## src/rtl/inc_unit.sv

```systemverilog
// inc_unit: 16-bit address incrementer with its Inc result register.
// Samples the address bus on a request, waits a modelled relay-settling
// delay, then writes sample+1 into the Inc register and pulses done.
module inc_unit #(
    parameter int ADDR_W        = 16,
    parameter int SETTLE_CYCLES = 4
) (
    input  logic              clk,
    input  logic              reset,
    input  logic [ADDR_W-1:0] addr_in,
    input  logic              ld_inc,
    input  logic              sel_inc,
    output logic [ADDR_W-1:0] addr_out,
    output logic              addr_oe,
    output logic              busy,
    output logic              done,
    output logic              carry,
    output logic              led_ld_inc,
    output logic              led_sel_inc
);

    typedef enum logic {
        IDLE   = 1'b0,
        SETTLE = 1'b1
    } state_t;

    // Counter starts at SETTLE_CYCLES-1 so the write lands exactly
    // SETTLE_CYCLES edges after the accepting edge.
    localparam logic [3:0] CNT_INIT = 4'(SETTLE_CYCLES - 1);

    state_t              state_q;
    logic [ADDR_W-1:0]   inc_q;
    logic [ADDR_W-1:0]   sample_q;
    logic [3:0]          cnt_q;
    logic                done_q;
    logic                carry_q;
    logic [ADDR_W:0]     sum_d;

    // Widened sum: the extra top bit is the wrap from all-ones to zero.
    assign sum_d = {1'b0, sample_q} + {{ADDR_W{1'b0}}, 1'b1};

    // Request/settle sequencer; done and carry are registered outputs.
    always_ff @(posedge clk or posedge reset) begin
        if (reset) begin
            state_q  <= IDLE;
            inc_q    <= '0;
            sample_q <= '0;
            cnt_q    <= '0;
            done_q   <= 1'b0;
            carry_q  <= 1'b0;
        end else begin
            done_q <= 1'b0;
            case (state_q)
                IDLE: begin
                    if (ld_inc) begin
                        sample_q <= addr_in;
                        cnt_q    <= CNT_INIT;
                        state_q  <= SETTLE;
                    end
                end
                SETTLE: begin
                    // Requests arriving here are dropped, not queued.
                    if (cnt_q != 4'd0) begin
                        cnt_q <= cnt_q - 4'd1;
                    end else begin
                        inc_q   <= sum_d[ADDR_W-1:0];
                        carry_q <= sum_d[ADDR_W];
                        done_q  <= 1'b1;
                        state_q <= IDLE;
                    end
                end
                default: state_q <= IDLE;
            endcase
        end
    end

    // Bus drive and LED mirrors are purely combinational; during SETTLE the
    // bus still shows the previous Inc value.
    always_comb begin
        addr_out    = sel_inc ? inc_q : '0;
        addr_oe     = sel_inc;
        led_ld_inc  = ld_inc;
        led_sel_inc = sel_inc;
    end

    assign busy  = (state_q == SETTLE);
    assign done  = done_q;
    assign carry = carry_q;

endmodule

```

## config.mk

```make
export PLATFORM = sky130hd
export DESIGN_NAME = inc_unit
export DESIGN_NICKNAME = d
export VERILOG_FILES = /design/src/rtl/inc_unit.sv
export SDC_FILE = /design/constraint.sdc
export NUM_CORES = 1
export LEC_CHECK = 0
export CORE_ASPECT_RATIO = 1.25
export CORE_UTILIZATION = 27
export DETAILED_ROUTE_END_ITERATION = 8
export HOLD_SLACK_MARGIN = 0.08
export PLACE_DENSITY = 0.48
export SLEW_MARGIN = 15
export SYNTH_ARGS = -nofsm -noshare
export SYNTH_HDL_FRONTEND = slang
export SYNTH_SLANG_ARGS = --single-unit
```

## constraint.sdc

```tcl
create_clock -name clk -period 2.3 [get_ports clk]
set_input_delay 0.69 -clock clk [delete_from_list [all_inputs] [get_ports clk]]
set_output_delay 0.69 -clock clk [all_outputs]
set_load 0.005 [all_outputs]
```

# == After elaboration in Yosys (flattened, before gate mapping) ==
# Cells that the tools add are included.
# totals
elab_cells,25
inputBits,20
register_bits,39
out_inout_bits,22
# classes
n_reduce_logical,4
eq_ne,2
muxes,9
bitwise_logic,2
n_addsub,2
# ops
cell,count
$add A16 B1 Y17 const B,1
$mux W16,1
$mux W4,2
$pmux W4 S2,1
$reduce_and A2 Y1,3
$mux W1,4
$reduce_bool A4 Y1,1
$sub A4 B1 Y4 const B,1
$ne A2 B1 Y1 const B,1
$ne A2 B2 Y1 const B,1
$not A1 Y1,2
$pmux W1 S2,1

# == Longest topological paths before layout ==
# Gate-level depths: netlist of the first run.
# depth
ltp_word,3
ltp_mapped,8

# == Least setup slack after synthesis of the first run ==
# Ideal clock, no wire load.
# synth_timing
path_type,input to output
from,input port sel_inc
to,output port addr_out[15]
t_required_ps,1610
path_stages,2
n_path_buf,1
arrival_time_ps,1024
path_slack_ps,586
cell_sequence,clkbuf_1 and2_1
# synth_between
elab_chain_cells,1
# synth_lines
element,line_no,rtl
"start, declared",12,"input logic sel_inc,"
$mux W16,80,addr_out = sel_inc ? inc_q : '0;
"end, declared",13,"output logic [ADDR_W-1:0] addr_out,"
# Every way passes these cells.

# == Final worst setup path of the first run ==
# layout_timing
from,input port sel_inc
to,output port addr_oe
# layout_rtl
element,line_no,rtl
"end, declared",14,"output logic addr_oe,"
# No word-level cell between the ends.

==> results of run 1 <==
[power groups by stage]
| stage | Combinational, mW | Sequential, mW | Clock, mW |
|---|---|---|---|
| floorplan | 0.862 | 1.27 | 0 |
| global placement | 1.15 | 1.38 | 0 |
| detailed placement | 1.17 | 1.38 | 0 |
| CTS | 1.11 | 1.37 | 0.618 |
| global route | 1.24 | 1.42 | 0.648 |
| finish | 1.09 | 1.36 | 0.599 |
[layout make-up]
| class | count | area share |
|---|---|---|
| clock buffer | 6 | 0.0324 |
| clock inverter | 2 | 0.0137 |
| inverter | 5 | 0.00736 |
| multi-input combinational | 121 | 0.341 |
| sequential | 39 | 0.383 |
| tap | 90 | 0.0442 |
| timing repair buffer | 48 | 0.179 |
[critical path, delay by kind of cell]
family,cells,cell delay [ns]
buffers and inverters,3,0.83
[cell families (layout without fill, tap and decap cells)]
group | Yosys count | after routing | share of synthesized area
XOR/XNOR | 15 | 15 | 0.0675
AND/OR/NAND/NOR | 65 | 65 | 0.203
adder cells (fa/ha/maj) | 2 | 2 | 0.0129
buffers and inverters | 16 | 61 | 0.0514
flip-flops | 39 | 39 | 0.502
multiplexers | 18 | 18 | 0.104
AO/OA/AOI/OAI | 21 | 21 | 0.0598
[per-layer routing]
layer / global-route usage / vias to the layer above / wire length [µm] / part of all wire
met3: 0.0283 / 4 / 129 / 0.034
met2: 0.184 / 23 / 1900 / 0.49
met4: 0.0556 / 0 / 71 / 0.018
met5: 0 / - / 0 / 0
li1: - / 692 / - / -
met1: 0.147 / 661 / 1740 / 0.45
[worst max path at each step]
stage	from	end	slack (ns)
2_1_floorplan	sel_inc	addr_out[15]	0.59
3_3_place_gp	sel_inc	addr_out[15]	-0.38
3_5_place_dp	sel_inc	addr_out[15]	-0.39
4_1_cts	sel_inc	addr_oe	0.08
5_1_grt	sel_inc	addr_oe	0.06
6_report	sel_inc	addr_oe	0.09
[layout by cell type, fill, tap and decap left out, types with 2 or more instances in the layout]
master	netlist	final
nand2b_1	2	2
ha_1	2	2
clkbuf_8	2	6
nor2_1	16	16
buf_4	4	6
xnor2_1	6	6
a21oi_1	13	13
o21ai_0	4	4
nand3_1	5	5
xor2_1	9	9
mux2_2	18	18
nor3_1	3	3
and2_1	18	18
dfrtp_1	39	39
nand4_1	7	7
inv_1	5	5
dlygate4sd2_1	0	17
a21oi_2	2	2
nand2_1	4	4
and4_1	2	2
clkdlybuf4s50_1	0	23
[sequential cells by signal, summed over array words and instances, names as in the netlist]
name,count
cnt_q,4
sample_q,16
inc_q,16
busy,1
carry,1
done,1
[through the flow]
| stage | setup slack (ns) | power [mW] | instances | utilization | setup TNS [ns] |
|---|---|---|---|---|---|
| after global routing | 0.0558 | 3.31 | 311 | 0.365 | 0 |
| after CTS | 0.0754 | 3.10 | 311 | 0.365 | 0 |
| final | 0.0936 | 3.05 | 311 | 0.365 | 0 |
| after floorplan | 0.586 | 2.13 | 176 | - | 0 |
| after detailed placement | -0.390 | 2.55 | 303 | 0.352 | -6.46 |
| after global placement | -0.383 | 2.52 | 303 | 0.352 | -6.25 |
==> run_results.csv, run 1 <==
group,metric,value,unit
floorplanning,io_pins,42,
timing,slew_violations,0,
grt,grt_pass1_vias,1361,
placement,port_buffers,41,
cts,clockBufferDepth,2,
cts,clk_latency,0.29,ns
hold_path,worstHoldPathCells,2,
power_and_ir_drop,p_seq_frac,0.446,
timing,hold_viol,0,
setup_path,crit_slowest_cell,"clkdlybuf4s50_1",
grt,grt_max_degree,40,
setup_path,crit_fanout,14,
timing,rsz0062_at_grt,"no",
setup_path,r2r_slack,0.58,ns
cts,htree_num_levels,2,
timing,timing.fmax,453,MHz
synth,synth_top_area_frac,0.502,
floorplanning,die_h,96.9,µm
synth,syn_area_per_cell,11.1,µm²
cts,root_buffer,"clkbuf_8",
power_and_ir_drop,clkPwrFrac,0.196,
timing,period_share,0.959,
placement,gp_congestion,0.720,
cts,tritoncts,"done",
floorplanning,core_area,6980,µm²
timing,maxSlewHeadroom,0.663,
synth,synth.most_common_cell,"dfrtp_1",
hold_path,holdPathEnd,"inc_q[14]",
setup_path,critPathKind,"input pin to output port",
cells_and_area,nNetsFinal,242,
cts,cts_sinks,39,
synth,synth_warnings,0,
placement,dpl.hpwl,2.84,mm
cells_and_area,drive_gt1_frac,0.181,
grt,grt_pass1_wl,6.76,mm
placement,placed_cell_area,2450,µm²
synth,synthTopCellsByArea,"dfrtp_1, mux2_2, and2_1",
synth,synth_area,1950,µm²
cells_and_area,fillers,751,
drt,finalWirelength,3.84,mm
timing,hold_ws,0.511,ns
setup_path,cp.required,1.61,ns
cells_and_area,fin_area,2550,µm²
synth,yosysUniqueCellTypes,31,
floorplanning,die_w,77.9,µm
cells_and_area,multi_input_area,870,µm²
grt,grt_util_all_layers,0.116,
setup_path,path_cells,"clkdlybuf4s15_2, buf_12, clkdlybuf4s50_1",
cells_and_area,syn2layout_area_growth,31.1,%
setup_path,end_kind,"output port",
grt,gr-total-overflow,0,
cts,post_cts_resized,20,
floorplanning,std_cell_rows,34,
timing,period_minus_slack,2.21,ns
timing,clock_skew,0.00347,ns
power_and_ir_drop,p_comb_frac,0.358,
synth,ys_seq_elements,39,
cts,postCtsSetupBuffers,0,
synth,synth_nets,198,
setup_path,slowest_delay,0.50,ns
floorplanning,die_area,7550,µm²
drt,post_drt_wl_per_cell,12.4,µm
power_and_ir_drop,internal_power,1.99,mW
synth,synth_top_area_cell,"dfrtp_1",
flow_run,drv_cap,0,
setup_path,r2r_start,"cnt_q[0]",
drt,detail-route-antenna-nets,0,
synth,synth_common_cells,"dfrtp_1, and2_1, mux2_2",
drt,vias_per_cell,4.44,
drt,first_pass_iters,4,
cts,path_clk_slew,0.08,ns
synth,ys_seq_area_frac,0.502,
drt,drtIter0Drc,47,
floorplanning,start_util,0.279,
synth,synth_edf_count,0,
drt,drc,0,
synth,synthArstFlopShare,1.00,
setup_path,reg2reg_to,"inc_q[6]",
timing,setup-violations-final,0,
grt,antenna_found_initial,0,
cts,postCtsHoldBufs,0,
cells_and_area,register_area,976,µm²
setup_path,start_kind,"input pin",
cells_and_area,insertedDiodeCount,0,
setup_path,worstPathArrival,1.52,ns
timing,tightest_slew,0.506,ns
setup_path,reg2reg_depth,7,
cts,cts_buffers,5,
hold_path,holdCritStartpoint,"inc_q[14]",
power_and_ir_drop,worst_ir_drop_vdd,0.000470,V
hold_path,hold_path.class,"flip-flop to flip-flop",
power_and_ir_drop,p_per_area,1200,nW/µm²
power_and_ir_drop,switching_share,0.349,
synth,syn_inst,176,
power_and_ir_drop,power_leakage,1.05,nW
power_and_ir_drop,p_switching,1.06,mW
synth,ys.flop_type,"dfrtp_1",
run_status,status,"completed",
drt,vias,1380,
Power figures use the tool's default switching activity.
==> run 2: changes to the inputs <==
--- a/config.mk
+++ b/config.mk
@@ -5,6 +5,7 @@
 export SDC_FILE = /design/constraint.sdc
 export NUM_CORES = 1
 export LEC_CHECK = 0
+export CAP_MARGIN = 20
 export CORE_ASPECT_RATIO = 1.25
 export CORE_UTILIZATION = 27
 export DETAILED_ROUTE_END_ITERATION = 8
==> results of run 2 <==
Final layout, timing and power as in run 1 (identical DEF).
==> variant 1 (flow settings as in run 1) <==
Put a register stage on the output `led_sel_inc`, without a reset. The value now appears one clock later. The other outputs are not delayed to match.
--- a/src/rtl/inc_unit.sv
+++ b/src/rtl/inc_unit.sv
@@ -29,2 +29,4 @@
     localparam logic [3:0] CNT_INIT = 4'(SETTLE_CYCLES - 1);
+
+    logic led_sel_inc_d;
 
@@ -82,3 +84,3 @@
         led_ld_inc  = ld_inc;
-        led_sel_inc = sel_inc;
+        led_sel_inc_d = sel_inc;
     end
@@ -89,2 +91,6 @@
 
+    always_ff @(posedge clk) begin
+        led_sel_inc <= led_sel_inc_d;
+    end
+
 endmodule
Formal check against the unedited RTL: not equivalent (a bounded check fails within 4 cycles, from zero or initial values and one cycle with reset high).
==> variant 1 against run 1 <==
  * Synthesized area is 0.64% higher
  * Final area is 1.3% higher
  * Total power is 2.2% lower
  * Via count is 0.43% lower
  * Wire length is 0.81% higher
  * Synthesized cell count stayed put
  * Maximum frequency is 0.98% lower
  * Sequential cell count is 1 higher
  * Highest routed layer unchanged
  * Setup slack worse by 0.022 ns
  * Largest power group unchanged
==> variant 1: results (changes against run 1) <==
Outcome
  • Status: finished clean (unchanged)

Yosys
  • Async S/R FF share, synth: 97.50% (was 100.0%)
  • Area contributors post-synth: dfrtp_1, mux2_2, and2_1 (unchanged)
  • Part of the Yosys area used for sequential elements: 50.86% (was 50.16%)
  • Syn Inst Count: 176 (unchanged)
  • Count of cell types in the netlist: 32 (was 31)

Floorplanning
  • Die area: 7599 µm² (was 7552 µm²)

Finish
  • Non-clock buffer count: 49 (was 48)
  • Non-filler cells, final: 313 (was 311)
  • Layout clock buffer count: 8 (was 6)
  • Fraction of area in multi-input gates: 33.67% (was 34.10%)
  • Filler cell count: 764 (was 751)
  • Seq Cell Count: 40 (was 39)
  • Final Net Count: 244 (was 242)
  • Clock buf/inv share: 3.488% (was 4.612%)
  • Share of cells above drive strength 1: 17.49% (was 18.10%)
  • Register area: 996.0 µm² (was 975.9 µm²)

Timing
  • Skew final: 0.004894 ns (was 0.003471 ns)
  • Worst slew pin tran: 0.4830 ns (was 0.5060 ns)
  • Worst hold slack: 0.5119 ns (was 0.5106 ns)

Detailed routing
  • DR WL/cell: 12.38 µm (was 12.36 µm)
  • DR vias: 1374 (was 1380)
  • Initial DRC Count: 53 (was 47)
  • Number of detailed-route iterations in the first pass: 6 (was 4)

Global routing
  • Grt met1 use: 14.96% (was 14.68%)
  • Vias in the first global route: 1349 (was 1361)
  • Met2 Use GR: 18.89% (was 18.38%)
  • Gr usage total: 11.67% (was 11.59%)
  • First-pass GRT wire length: 6.796 mm (was 6.762 mm)
  • Met3 GRT Util: 2.535% (was 2.830%)

Placed design
  • RePlAce Congestion: 0.6911 (was 0.7204)
  • DP Worst Slack: -0.3759 ns (was -0.3899 ns)
  • Cells after DPL: 304 (was 303)

Clock network
  • CTS resizes: 13 (was 20)

Pwr
  • Lkg Pwr: 0.001040 µW (was 0.001052 µW)
  • Flop pwr share: 46.2% (was 44.6%)
  • Clock Power Share: 15.9% (was 19.6%)
  • Worst VDD drop: 406.2 µV (was 470.1 µV)
  • Switching Power: 1044 µW (was 1064 µW)

Hold path
  • Worst Min Path Start: inc_q[15] (was inc_q[14])
  • WHS Endpoint: inc_q[15] (was inc_q[14])

Worst setup path
  • Crit path max fanout: 9 (was 14)
  • Critical path arrival: 1.54 ns (was 1.52 ns)
  • R2R depth: 5 (was 7)
  • R2R setup slack: 0.69 ns (was 0.58 ns)
## variant 1: metal layers
metal | share of wire (%) | wire length (µm)
met1 | 44 | 1699
met2 | 51 | 1963
met3 | 3.4 | 132
met4 | 2.0 | 78
met5 | 0 | 0
## variant 1: kinds of logic (layout without fill, tap and decap cells)
kind of cell             Yosys count  after routing  share of synthesized area, %
multiplexers                      18             18                         10.35
buffers and inverters             15             62                         4.728
XOR/XNOR                          15             15                         6.709
AND/OR/NAND/NOR                   65             65                         20.13
adder cells (fa/ha/maj)            2              2                         1.278
AO/OA/AOI/OAI                     21             21                         5.943
flip-flops                        40             40                         50.86
## variant 1: worst max-delay path by stage
| stage | startpoint | to | cells after the start |
|---|---|---|---|
| global route | sel_inc | addr_out[13] | 4 |
| detailed placement | sel_inc | addr_out[14] | 4 |
| finish | sel_inc | addr_oe | 3 |
| floorplan | sel_inc | addr_out[15] | 2 |
| CTS | sel_inc | addr_out[14] | 4 |
| global placement | sel_inc | addr_out[13] | 4 |
==> variant 2 (config.mk and constraints of run 1) <==
Made on the original files. Set the parameter `ADDR_W` to 15 (it was 16).
--- a/src/rtl/inc_unit.sv
+++ b/src/rtl/inc_unit.sv
@@ -4,3 +4,3 @@
 module inc_unit #(
-    parameter int ADDR_W        = 16,
+    parameter int ADDR_W        = 15,
     parameter int SETTLE_CYCLES = 4
Interface: changed (resized addr_in and addr_out); port bits go from 42 to 40. The function was not compared with the original's and may differ.
==> variant 2 against run 1 <==
  * Total power down 7.6%
  * Critical endpoint is now addr_out[10]
  * Setup slack worse by 0.053 ns
  * Synthesized area down 6.5%
  * Critical path type unchanged
  * Final area down 5.1%
  * Sequential cell count down 2
  * Largest cell class unchanged
  * Register-to-register slack worse by 0.07 ns
  * Wire length down 11%
==> variant 2: results (changes against run 1) <==
Timing
  • Relative slew slack: 68.11% (was 66.27%)
  • Skew final: 0.004783 ns (was 0.003471 ns)

Clock network
  • Clock transition at path regs: 0.07 ns
  • Clk root buf: clkbuf_8 (unchanged)
  • Num CTS Buffers: 5 (unchanged)
  • Clk_lat worst skew: 0.29 ns (about the same)
  • H-tree levels: 2 (unchanged)
  • CTS Buffer Depth: 2 (unchanged)

Finish
  • Diode count: 0 (unchanged)
  • Largest registers: inc_q: 15 flops, sample_q: 15 flops, cnt_q: 4 flops (was inc_q: 16 flops, sample_q: 16 flops, cnt_q: 4 flops)
  • Filler cell count: 703 (was 751)
  • Final Net Count: 234 (was 242)
  • Share of cells above drive strength 1: 16.36% (was 18.10%)

Yosys
  • Most frequent cells after synthesis: dfrtp_1, nor2_1, and2_1 (was dfrtp_1, and2_1, mux2_2)
  • Part of the Yosys area used for sequential elements: 50.89% (was 50.16%)
  • Count of cell types in the netlist: 31 (unchanged)
  • Async S/R FF share, synth: 100.0% (unchanged)
  • Syn_nets: 191 (was 198)
  • Ys flop type: dfrtp_1 (unchanged)
  • Area contributors post-synth: dfrtp_1, xnor2_1, mux2_2 (was dfrtp_1, mux2_2, and2_1)
  • Synth Warn #: 0 (unchanged)

Hold path
  • Hold Path Class: flop to flop (unchanged)
  • Worst Min Path Start: inc_q[1] (was inc_q[14])

Pwr
  • Worst VDD drop: 476.9 µV (was 470.1 µV)
  • Lkg Pwr: 0.0009937 µW (was 0.001052 µW)

Detailed routing
  • Final WL: 3.433 mm (was 3.843 mm)
  • Initial DRC Count: 48 (was 47)
  • Number of detailed-route iterations in the first pass: 4 (unchanged)
  • Vias/cell: 4.206 (was 4.437)

Placed design
  • DP Worst Slack: -0.4069 ns (was -0.3899 ns)
  • I/O Buffers: 39 (was 41)
  • RePlAce Congestion: 0.6814 (was 0.7204)
  • Final HPWL DP: 2.520 mm (was 2.835 mm)

Worst setup path
  • R2r startpoint: cnt_q[0] (unchanged)
  • Crit-path leading delay family: buffers and inverters (unchanged)
  • Critical path arrival: 1.57 ns (was 1.52 ns)
  • Critical Path Max Stage Delay: 0.25 ns (was 0.50 ns)
  • CP startpoint: sel_inc (unchanged)
  • CP max-delay cell: dlygate4sd2_1 (was clkdlybuf4s50_1)
  • Crit path max fanout: 13 (was 14)

Global routing
  • First-pass GRT wire length: 5.720 mm (was 6.762 mm)
  • Gr usage total: 11.10% (was 11.59%)
  • Vias in the first global route: 1170 (was 1361)
  • Largest net degree at the start of global routing: 38 (was 40)
  • Antenna violations before repair: 0 (unchanged)

Job
  • Max cap viols: 0 (unchanged)

Outcome
  • Status: finished clean (unchanged)
[variant 2: changes by cell type after synthesis, moves of 3 or more]
cell	run 1	this run
nor3_1	3	6
xor2_1	9	1
mux2_2	18	9
mux2_1	0	5
xnor2_1	6	13
inv_1	5	8
nand4_1	7	1
[variant 2: metal layers]
metal  share of wire, %  GRT usage (%)
met1                 47          14.53
met2                 47          16.44
met3                3.6          3.219
met4                2.0          5.556
met5                  0              0
[variant 2: worst paths after layout]
| check | slack, ns | cells past startpoint | to |
|---|---|---|---|
| setup / recovery | 0.04 | 5 | addr_out[10] |
| hold / removal | 0.50 | 1 | inc_q[1] |
| setup reg to reg | 0.51 | 7 | carry |
| hold reg to reg | 0.50 | 1 | inc_q[1] |
| max in group asynchronous | 1.14 | 3 | sample_q[9] |
| min in group asynchronous | 0.81 | 3 | busy |
[variant 2: kinds of logic after synthesis]
kind of cell / synth area share, %
multiplexers: 8.666
buffers and inverters: 4.952
XOR/XNOR: 6.740
flip-flops: 50.89
AND/OR/NAND/NOR: 20.01
AO/OA/AOI/OAI: 7.360
adder cells (fa/ha/maj): 1.375
[variant 2: final cells by class]
| cell class | count | area (µm²) | share of cell area [%] |
|---|---|---|---|
| clock buffers | 7 | 96.34 | 3.981 |
| clock inverters | 1 | 5.005 | 0.2068 |
| inverters | 8 | 30.03 | 1.241 |
| multi-input cells | 115 | 803.3 | 33.20 |
| flip-flops and latches | 37 | 925.9 | 38.26 |
| well taps | 87 | 108.9 | 4.498 |
| repair buffers | 46 | 450.4 | 18.61 |
[variant 2: timing repair]
item,in CTS,in global routing
buffers inserted,1,0
cloned,0,0
resized for setup,19,1
hold buffers,0,0
endpoints found under the setup margin,18,1
[variant 2: stage by stage]
stage	instances	setup TNS (ns)	power [µW]	hold slack (ns)	area, µm²
final	301	0	2820	0.4968	2420
after global routing	301	0	3076	0.5313	2420
after floorplan	170	0	2003	0.4489	1819
after detailed placement	292	-6.205	2410	0.4889	2328
after CTS	301	0	2863	0.5070	2419
after global placement	292	-5.998	2390	0.4852	2328
[variant 2: worst register-to-register path, stage by stage, from the launching register on]
cell and delay (ns):
dfrtp_1 0.41, inv_1 0.07, ha_1 0.18, nor3b_1 0.29, and2_1 0.22, buf_4 0.31
nand4_1 0.15, o21ai_1 0.09
[variant 2: power breakdown]
group | switching (µW) | internal, µW | total (µW) | leakage, µW
Sequential | 288 | 972 | 1260 | 0.000433
Clock | 227 | 271 | 497 | 0.0000542
Combinational | 479 | 583 | 1060 | 0.000506
